==> src/rtl/rc4_prga_engine_pkg.sv <==
// Shared types and helpers for the RC4 keystream engine: FSM state encoding,
// plaintext character bounds and the plaintext validity test.
package rc4_pkg;

  typedef enum logic [3:0] {
    ST_IDLE    = 4'd0,
    ST_INC_I   = 4'd1,
    ST_READ_SI = 4'd2,
    ST_READ_SJ = 4'd3,
    ST_WR_SI   = 4'd4,
    ST_WR_SJ   = 4'd5,
    ST_READ_F  = 4'd6,
    ST_WR_OUT  = 4'd7,
    ST_DONE    = 4'd8
  } state_t;

  localparam logic [7:0] PT_LO    = 8'h61;
  localparam logic [7:0] PT_HI    = 8'h7A;
  localparam logic [7:0] PT_SPACE = 8'h20;

  function automatic logic is_valid_char(input logic [7:0] c);
    return ((c >= PT_LO) && (c <= PT_HI)) || (c == PT_SPACE);
  endfunction

endpackage

==> src/rtl/rc4_prga_engine_if.sv <==
// Memory-side bus of the RC4 engine: S-RAM, ciphertext ROM and answer RAM.
// All reads have one cycle of synchronous latency; writes land on the rising edge.
interface rc4_prga_engine_if #(
  parameter int MSG_ADDR_W = 5,
  parameter int S_ADDR_W   = 8
);
  logic [S_ADDR_W-1:0]   s_addr;
  logic [S_ADDR_W-1:0]   s_wdata;
  logic                  s_wren;
  logic [S_ADDR_W-1:0]   s_rdata;
  logic [MSG_ADDR_W-1:0] k_addr;
  logic [7:0]            k_rdata;
  logic [MSG_ADDR_W-1:0] a_addr;
  logic [7:0]            a_wdata;
  logic                  a_wren;

  modport master (
    output s_addr, s_wdata, s_wren, k_addr, a_addr, a_wdata, a_wren,
    input  s_rdata, k_rdata
  );

  modport slave (
    input  s_addr, s_wdata, s_wren, k_addr, a_addr, a_wdata, a_wren,
    output s_rdata, k_rdata
  );
endinterface

==> src/rtl/rc4_prga_engine_start_edge.sv <==
// Registered rising-edge detector for the run request; rise is high for the
// single cycle in which start is high and was low on the previous edge.
module rc4_start_edge (
  input  logic clk,
  input  logic reset_n,
  input  logic start,
  output logic rise
);
  logic start_q;

  always_ff @(posedge clk or negedge reset_n) begin
    if (!reset_n) start_q <= 1'b0;
    else          start_q <= start;
  end

  assign rise = start & ~start_q;
endmodule

==> src/rtl/rc4_prga_engine.sv <==
// RC4 PRGA engine: 7-cycle per-byte walk over S-RAM, XOR with ciphertext, write plaintext.
// Optional abort on non-plaintext bytes when RC4_VALID_CHECK_EN is defined.
module rc4_prga_engine
  import rc4_pkg::*;
#(
  parameter int MAX_MSG_LEN = 32,
  parameter int MSG_ADDR_W  = $clog2(MAX_MSG_LEN),
  parameter int S_ADDR_W    = 8
) (
  input  logic                clk,
  input  logic                reset_n,
  input  logic                start,
  input  logic [MSG_ADDR_W:0] msg_len,
  output logic                busy,
  output logic                done,
  output logic                fail,
  output state_t              dbg_state_o,
  rc4_prga_engine_if.master   mem
);
  localparam logic [MSG_ADDR_W:0] LEN_MAX = (MSG_ADDR_W+1)'(MAX_MSG_LEN);

  state_t                state_q, state_d;
  logic [S_ADDR_W-1:0]   i_q, i_d, j_q, j_d, si_q, si_d, sj_q, sj_d;
  logic [MSG_ADDR_W-1:0] k_q, k_d;
  logic [MSG_ADDR_W:0]   len_q, len_d;
  logic                  start_rise;
  logic [7:0]            pt_byte;
  logic                  last_byte;
  logic                  abort;

  rc4_start_edge u_start_edge (
    .clk     (clk),
    .reset_n (reset_n),
    .start   (start),
    .rise    (start_rise)
  );

  assign pt_byte   = 8'(mem.s_rdata) ^ mem.k_rdata;
  assign last_byte = ({1'b0, k_q} == (len_q - (MSG_ADDR_W+1)'(1)));
  assign mem.k_addr = k_q;
  assign busy        = (state_q != ST_IDLE);
  assign dbg_state_o = state_q;

`ifdef RC4_VALID_CHECK_EN
  logic fail_q, fail_d;
  assign abort = !is_valid_char(pt_byte);
  assign fail  = fail_q;
`else
  assign abort = 1'b0;
  assign fail  = 1'b0;
`endif

  always_ff @(posedge clk or negedge reset_n) begin
    if (!reset_n) begin
      state_q <= ST_IDLE;
      i_q     <= '0;
      j_q     <= '0;
      si_q    <= '0;
      sj_q    <= '0;
      k_q     <= '0;
      len_q   <= '0;
`ifdef RC4_VALID_CHECK_EN
      fail_q  <= 1'b0;
`endif
    end else begin
      state_q <= state_d;
      i_q     <= i_d;
      j_q     <= j_d;
      si_q    <= si_d;
      sj_q    <= sj_d;
      k_q     <= k_d;
      len_q   <= len_d;
`ifdef RC4_VALID_CHECK_EN
      fail_q  <= fail_d;
`endif
    end
  end

  always_comb begin
    state_d     = state_q;
    i_d         = i_q;
    j_d         = j_q;
    si_d        = si_q;
    sj_d        = sj_q;
    k_d         = k_q;
    len_d       = len_q;
`ifdef RC4_VALID_CHECK_EN
    fail_d      = fail_q;
`endif
    mem.s_addr  = '0;
    mem.s_wdata = '0;
    mem.s_wren  = 1'b0;
    mem.a_addr  = '0;
    mem.a_wdata = '0;
    mem.a_wren  = 1'b0;
    done        = 1'b0;

    unique case (state_q)
      ST_IDLE: begin
        if (start_rise) begin
          i_d     = '0;
          j_d     = '0;
          k_d     = '0;
          len_d   = (msg_len > LEN_MAX) ? LEN_MAX : msg_len;
`ifdef RC4_VALID_CHECK_EN
          fail_d  = 1'b0;
`endif
          state_d = (msg_len == '0) ? ST_DONE : ST_INC_I;
        end
      end
      ST_INC_I: begin
        i_d        = i_q + S_ADDR_W'(1);
        mem.s_addr = i_q + S_ADDR_W'(1);
        state_d    = ST_READ_SI;
      end
      // S[i] arrives here; j is advanced and S[j] requested in the same cycle.
      ST_READ_SI: begin
        si_d       = mem.s_rdata;
        j_d        = j_q + mem.s_rdata;
        mem.s_addr = j_q + mem.s_rdata;
        state_d    = ST_READ_SJ;
      end
      ST_READ_SJ: begin
        sj_d    = mem.s_rdata;
        state_d = ST_WR_SI;
      end
      ST_WR_SI: begin
        mem.s_addr  = i_q;
        mem.s_wdata = sj_q;
        mem.s_wren  = 1'b1;
        state_d     = ST_WR_SJ;
      end
      ST_WR_SJ: begin
        mem.s_addr  = j_q;
        mem.s_wdata = si_q;
        mem.s_wren  = 1'b1;
        state_d     = ST_READ_F;
      end
      ST_READ_F: begin
        mem.s_addr = si_q + sj_q;
        state_d    = ST_WR_OUT;
      end
      // The byte is always written; an invalid byte only ends the run afterwards.
      ST_WR_OUT: begin
        mem.a_addr  = k_q;
        mem.a_wdata = pt_byte;
        mem.a_wren  = 1'b1;
        if (last_byte || abort) begin
`ifdef RC4_VALID_CHECK_EN
          fail_d = abort;
`endif
          state_d = ST_DONE;
        end else begin
          k_d     = k_q + MSG_ADDR_W'(1);
          state_d = ST_INC_I;
        end
      end
      ST_DONE: begin
        done    = 1'b1;
        state_d = ST_IDLE;
      end
      default: state_d = ST_IDLE;
    endcase
  end
endmodule

==> src/flat_wrapper.sv <==
// flat-port wrapper written by rule: the top's interface ports become plain ports
module rc4_prga_engine_flat import rc4_pkg::*;
#(
  parameter int MAX_MSG_LEN = 32,
  parameter int MSG_ADDR_W  = $clog2(MAX_MSG_LEN),
  parameter int S_ADDR_W    = 8
)
  (clk, reset_n, start, msg_len, busy, done, fail, dbg_state_o, mem_s_addr, mem_s_wdata, mem_s_wren, mem_k_addr, mem_a_addr, mem_a_wdata, mem_a_wren, mem_s_rdata, mem_k_rdata);
  rc4_prga_engine_if #(.MSG_ADDR_W(MSG_ADDR_W), .S_ADDR_W(S_ADDR_W)) mem_i ();
  input  logic clk;
  input  logic reset_n;
  input  logic start;
  input  logic [MSG_ADDR_W:0] msg_len;
  output logic busy;
  output logic done;
  output logic fail;
  output state_t dbg_state_o;
  output wire logic [$bits(mem_i.s_addr)-1:0] mem_s_addr;
  output wire logic [$bits(mem_i.s_wdata)-1:0] mem_s_wdata;
  output wire logic [$bits(mem_i.s_wren)-1:0] mem_s_wren;
  output wire logic [$bits(mem_i.k_addr)-1:0] mem_k_addr;
  output wire logic [$bits(mem_i.a_addr)-1:0] mem_a_addr;
  output wire logic [$bits(mem_i.a_wdata)-1:0] mem_a_wdata;
  output wire logic [$bits(mem_i.a_wren)-1:0] mem_a_wren;
  input wire logic [$bits(mem_i.s_rdata)-1:0] mem_s_rdata;
  input wire logic [$bits(mem_i.k_rdata)-1:0] mem_k_rdata;
  assign mem_s_addr = mem_i.s_addr;
  assign mem_s_wdata = mem_i.s_wdata;
  assign mem_s_wren = mem_i.s_wren;
  assign mem_k_addr = mem_i.k_addr;
  assign mem_a_addr = mem_i.a_addr;
  assign mem_a_wdata = mem_i.a_wdata;
  assign mem_a_wren = mem_i.a_wren;
  assign mem_i.s_rdata = mem_s_rdata;
  assign mem_i.k_rdata = mem_k_rdata;
  rc4_prga_engine #(.MAX_MSG_LEN(MAX_MSG_LEN), .MSG_ADDR_W(MSG_ADDR_W), .S_ADDR_W(S_ADDR_W)) u_core (.clk(clk), .reset_n(reset_n), .start(start), .msg_len(msg_len), .busy(busy), .done(done), .fail(fail), .dbg_state_o(dbg_state_o), .mem(mem_i));
endmodule
==> config.mk <==
export PLATFORM = sky130hd
export DESIGN_NAME = rc4_prga_engine_flat
export DESIGN_NICKNAME = d
export VERILOG_FILES = /design/src/rtl/rc4_prga_engine_pkg.sv /design/src/rtl/rc4_prga_engine_if.sv /design/src/rtl/rc4_prga_engine_start_edge.sv /design/src/rtl/rc4_prga_engine.sv /design/src/flat_wrapper.sv
export SDC_FILE = /design/constraint.sdc
export NUM_CORES = 1
export LEC_CHECK = 0
export ABC_AREA = 0
export ABC_CLOCK_PERIOD_IN_PS = 3200
export BUFFER_PORTS_ARGS = -buffer_cell sky130_fd_sc_hd__buf_2
export CAP_MARGIN = 5
export CORE_MARGIN = 10
export CORE_UTILIZATION = 50
export CTS_CLUSTER_DIAMETER = 30
export CTS_CLUSTER_SIZE = 8
export DETAILED_ROUTE_END_ITERATION = 6
export PLACE_DENSITY = 0.74
export SYNTH_ARGS = -nofsm -noshare
export SYNTH_HDL_FRONTEND = slang
export SYNTH_HIERARCHICAL = 1
export SYNTH_SLANG_ARGS = --single-unit
export TNS_END_PERCENT = 50
==> constraint.sdc <==
create_clock -name clk -period 3.2 [get_ports clk]
set_input_delay 0.64 -clock clk [delete_from_list [all_inputs] [get_ports clk]]
set_output_delay 0.64 -clock clk [all_outputs]
set_load 0.02 [all_outputs]
==> flow_summary_export.csv <==
group,metric,value,unit
sta,worst_slew_pin_slew,1100,ps
global_route,grt_pass1_wl,14.2,mm
yosys,yosys.cell_types.count,53,
sta,setup_tns,0,ps
power_and_ir_drop,internal_power,2.13,mW
final_layout,synthToLayoutAreaGrowth,18.3,%
power_and_ir_drop,p_switching,1.95,mW
min_path,worst_hold_path_type,"in2reg",
final_layout,num-fill-cells,572,
clock_tree,tritoncts,"built",
power_and_ir_drop,power_frac_clock,12.0,%
placement,dpl.hpwl,6.50,mm
power_and_ir_drop,swShare,47.8,%
power_and_ir_drop,p_comb_share,59.8,%
sta,min_period,3120,ps
yosys,syn_inst,373,
power_and_ir_drop,seqPwrFrac,28.2,%
power_and_ir_drop,cellPowerDensity,1070,nW/um2
die,core-area,6310,um2
final_layout,post-route-util,60.7,%
worst_setup_path,end_kind,"primary output",
die,die-height,101,um
global_route,maximum_number_of_pins_on_one_net_before_global_route_repair,49,
clock_tree,root_buffer_master,"clkbuf_8",
worst_setup_path,crit_type,"in2out",
global_route,grt_usage,17.1,%
clock_tree,clk_pin_slew,90,ps
yosys,synth_top_family_by_area,"simple AND/OR/NAND/NOR gates",
route,drt_drc_violations_left,0,
worst_setup_path,critPathMaxFanout,3,
die,die_w,101,um
route,wire_per_inst,16.7,um
sta,clock_skew,6.08,ps
yosys,ys_dominant_reg_cell,"dfrtp_1",
worst_setup_path,cp.arrival,2480,ps
yosys,synth.ff_latch_count,48,
route,routed_via_density,5.62,
global_route,antenna_found_initial,0,
global_route,grt_most_used_layer,"met2",
yosys,post_synth_and_or_nand_nor_area_fraction,22.8,%
global_route,use_met3,4.32,%
placement,count_of_port_buffers_added_during_placement,66,
final_layout,drive_above_1_share,23.6,%
route,detail_route.wirelength,8.64,mm
sta,drv_slew,0,
sta,final_worst_path_period_share,97.4,%
global_route,global_route.usage.met2,27.2,%
yosys,syn_nets,417,
clock_tree,max-clock-path-buffers,2,
yosys,muxShareOfSynthArea,4.36,%
route,drt_iter0_markers,184,
global_route,met1_track_demand_over_resource_in_global_routing,22.7,%
yosys,syn_area,3240,um2
clock_tree,cts.sink_count,48,
clock_tree,htree_num_levels,2,
route,drtPass1Iterations,4,
die,die_area,10100,um2
yosys,ys_seq_area_share,37.1,%
global_route,number_of_global_route_vias_before_repair,2874,
power_and_ir_drop,power.leakage,1.90,nW
yosys,yosysWarningCount,6,
sta,finalSetupViolCount,0,
die,pin_count,68,
sta,slew_headroom,26.5,%
die,floorplan.initialDensity,51.3,%
route,drtAntennaViolNets,0,
final_layout,layout.cell_area.non_filler,3830,um2
final_layout,antenna-diode-count,0,
sta,clock.fmax,321,MHz
yosys,synth-compound-area-share,17.1,%
sta,rsz0062_at_grt,"no",
global_route,grt.overflow.total,0,
placement,routabilityCongestion,0.906,
run,maxCapViolCount,0,
yosys,share_of_async_settable_or_async_resettable_flops_after_synthesis,100,%
worst_setup_path,cp.required,2560,ps
sta,finalHoldViolCount,0,
placement,detailed_place.area,3660,um2
route,vias,2908,
yosys,synthesized_area_per_cell,8.69,um2
worst_setup_path,worstSetupStartpointType,"input port",
die,rows,29,
run_status,run_status,"finished clean",
power_and_ir_drop,vdd_drop_max,0.000519,V
clock_tree,clock_insertion_delay_at_the_later_pin_of_the_skew_report,310,ps
yosys,synth-xor-area-share,7.72,%
yosys,synth_fa_ha_area_share,7.80,%
clock_tree,cts_buffers,5,
yosys,synth-edff-count,0,
final_layout,finish.net_count,483,
==> metrics by stage <==
stage               setup slack [ps]  cells  hold WS [ps]  power (mW)
floorplan                        346    373           344        2.81
global placement                35.3    509           494        3.45
detailed placement             0.227    509           498        3.51
CTS                             57.1    517           449        4.03
global route                    14.4    517           450        4.42
finish                          81.6    517           453        4.09
==> metal layers <==
layer  part of all wire (%)  wire length [um]
met5                      0                 0
met4                    1.0                88
met3                    7.0               607
met2                     46              4010
met1                     46              3940
==> worst max-delay path: stages <==
cell,delay [ps]
buf_2,120
ha_1,250
fa_2,380
a21o_1,180
a21oi_2,190
nand2b_4,160
nand4_1,110
o211a_1,170
o211ai_1,90
buf_2,190
==> cells by family (layout without fill, tap and decap cells) <==
logic type	Yosys count	count (layout)
AND/OR/NAND/NOR	156	156
buffers and inverters	24	91
multiplexers	13	13
AO/OA/AOI/OAI	85	85
adder cells (fa/ha/maj)	19	19
XOR/XNOR	27	27
flip-flops	48	48
other	1	1
==> synth_stat cells, types with 2 or more instances <==
cell type	count	area (um2)
mux2i_1	4	40.0
and3_1	4	25.0
ha_1	17	213
a22o_1	10	87.6
clkbuf_1	10	37.5
nand2b_1	13	81.3
buf_2	3	15.0
inv_1	10	37.5
or3_1	4	25.0
a22oi_1	4	30.0
mux2_2	9	101
o21bai_1	2	15.0
nor3_1	9	45.0
fa_1	2	40.0
a21o_1	5	37.5
nand3_1	9	45.0
and2_1	6	37.5
nor2_1	32	120
dfrtp_1	48	1200
o22ai_1	2	12.5
o211ai_1	2	15.0
o21ai_0	30	150
nand2_1	64	240
nand4_1	3	18.8
a21oi_1	15	75.1
nor2b_1	2	12.5
a211oi_1	4	30.0
xnor2_1	20	175
xor2_1	6	52.6
==> area by class of cell <==
| type | instances | area (um2) | area share (%) |
|---|---|---|---|
| clock buffers | 7 | 96.3 | 2.51 |
| clock inverters | 1 | 30.0 | 0.783 |
| inverters | 10 | 37.5 | 0.979 |
| multi-input cells | 301 | 1980 | 51.8 |
| flip-flops and latches | 48 | 1200 | 31.3 |
| well taps | 77 | 96.3 | 2.51 |
| repair buffers | 73 | 388 | 10.1 |
==> final timing paths <==
check | start | to | slack, ps | depth (start not counted)
setup / recovery | mem_s_rdata[0] | mem_s_addr[6] | 80 | 10
hold / removal | start | u_core/u_start_edge/start_q | 450 | 1
setup reg to reg | u_core/len_q[0] | u_core/mem.k_addr[4] | 1000 | 8
hold reg to reg | u_core/si_q[4] | u_core/si_q[4] | 530 | 2
max in group asynchronous | reset_n | u_core/j_q[7] | 1980 | 1
min in group asynchronous | reset_n | u_core/mem.k_addr[3] | 530 | 1
==> registers in the layout, indices dropped and copies added, names as in the netlist <==
name	flops
u_core/dbg_state_o	4
u_core/i_q	8
u_core/j_q	8
u_core/len_q	6
u_core/mem.k_addr	5
u_core/si_q	8
u_core/sj_q	8
u_core/u_start_edge/start_q	1
==> layout by cell type, fill, tap and decap left out, drive strengths merged, types with 9 or more instances in the layout <==
cell type  Yosys  layout
o21ai         30      30
nand2b        13      13
ha            17      17
buf            4      73
inv           10      10
nand3          9       9
dfrtp         48      48
xnor2         20      20
nor3          10      10
mux2           9       9
nand2         64      64
nor2          33      33
a22o          10      10
a21oi         16      16
==> power by group through the flow <==
stage | sequential, mW | combinational [mW] | clock [mW]
finish | 1.15 | 2.44 | 0.492
global route | 1.20 | 2.70 | 0.528
CTS | 1.15 | 2.39 | 0.500
detailed placement | 1.16 | 2.36 | 0
global placement | 1.15 | 2.30 | 0
floorplan | 1.10 | 1.71 | 0
==> repair_timing <==
action,CTS,global route
resized for setup,2,7
cloned,0,0
endpoints found under the setup margin,2,3
hold buffers,0,0
buffers inserted,0,0
pin swaps,0,2
Note: power is estimated with default switching activity, not from simulation.
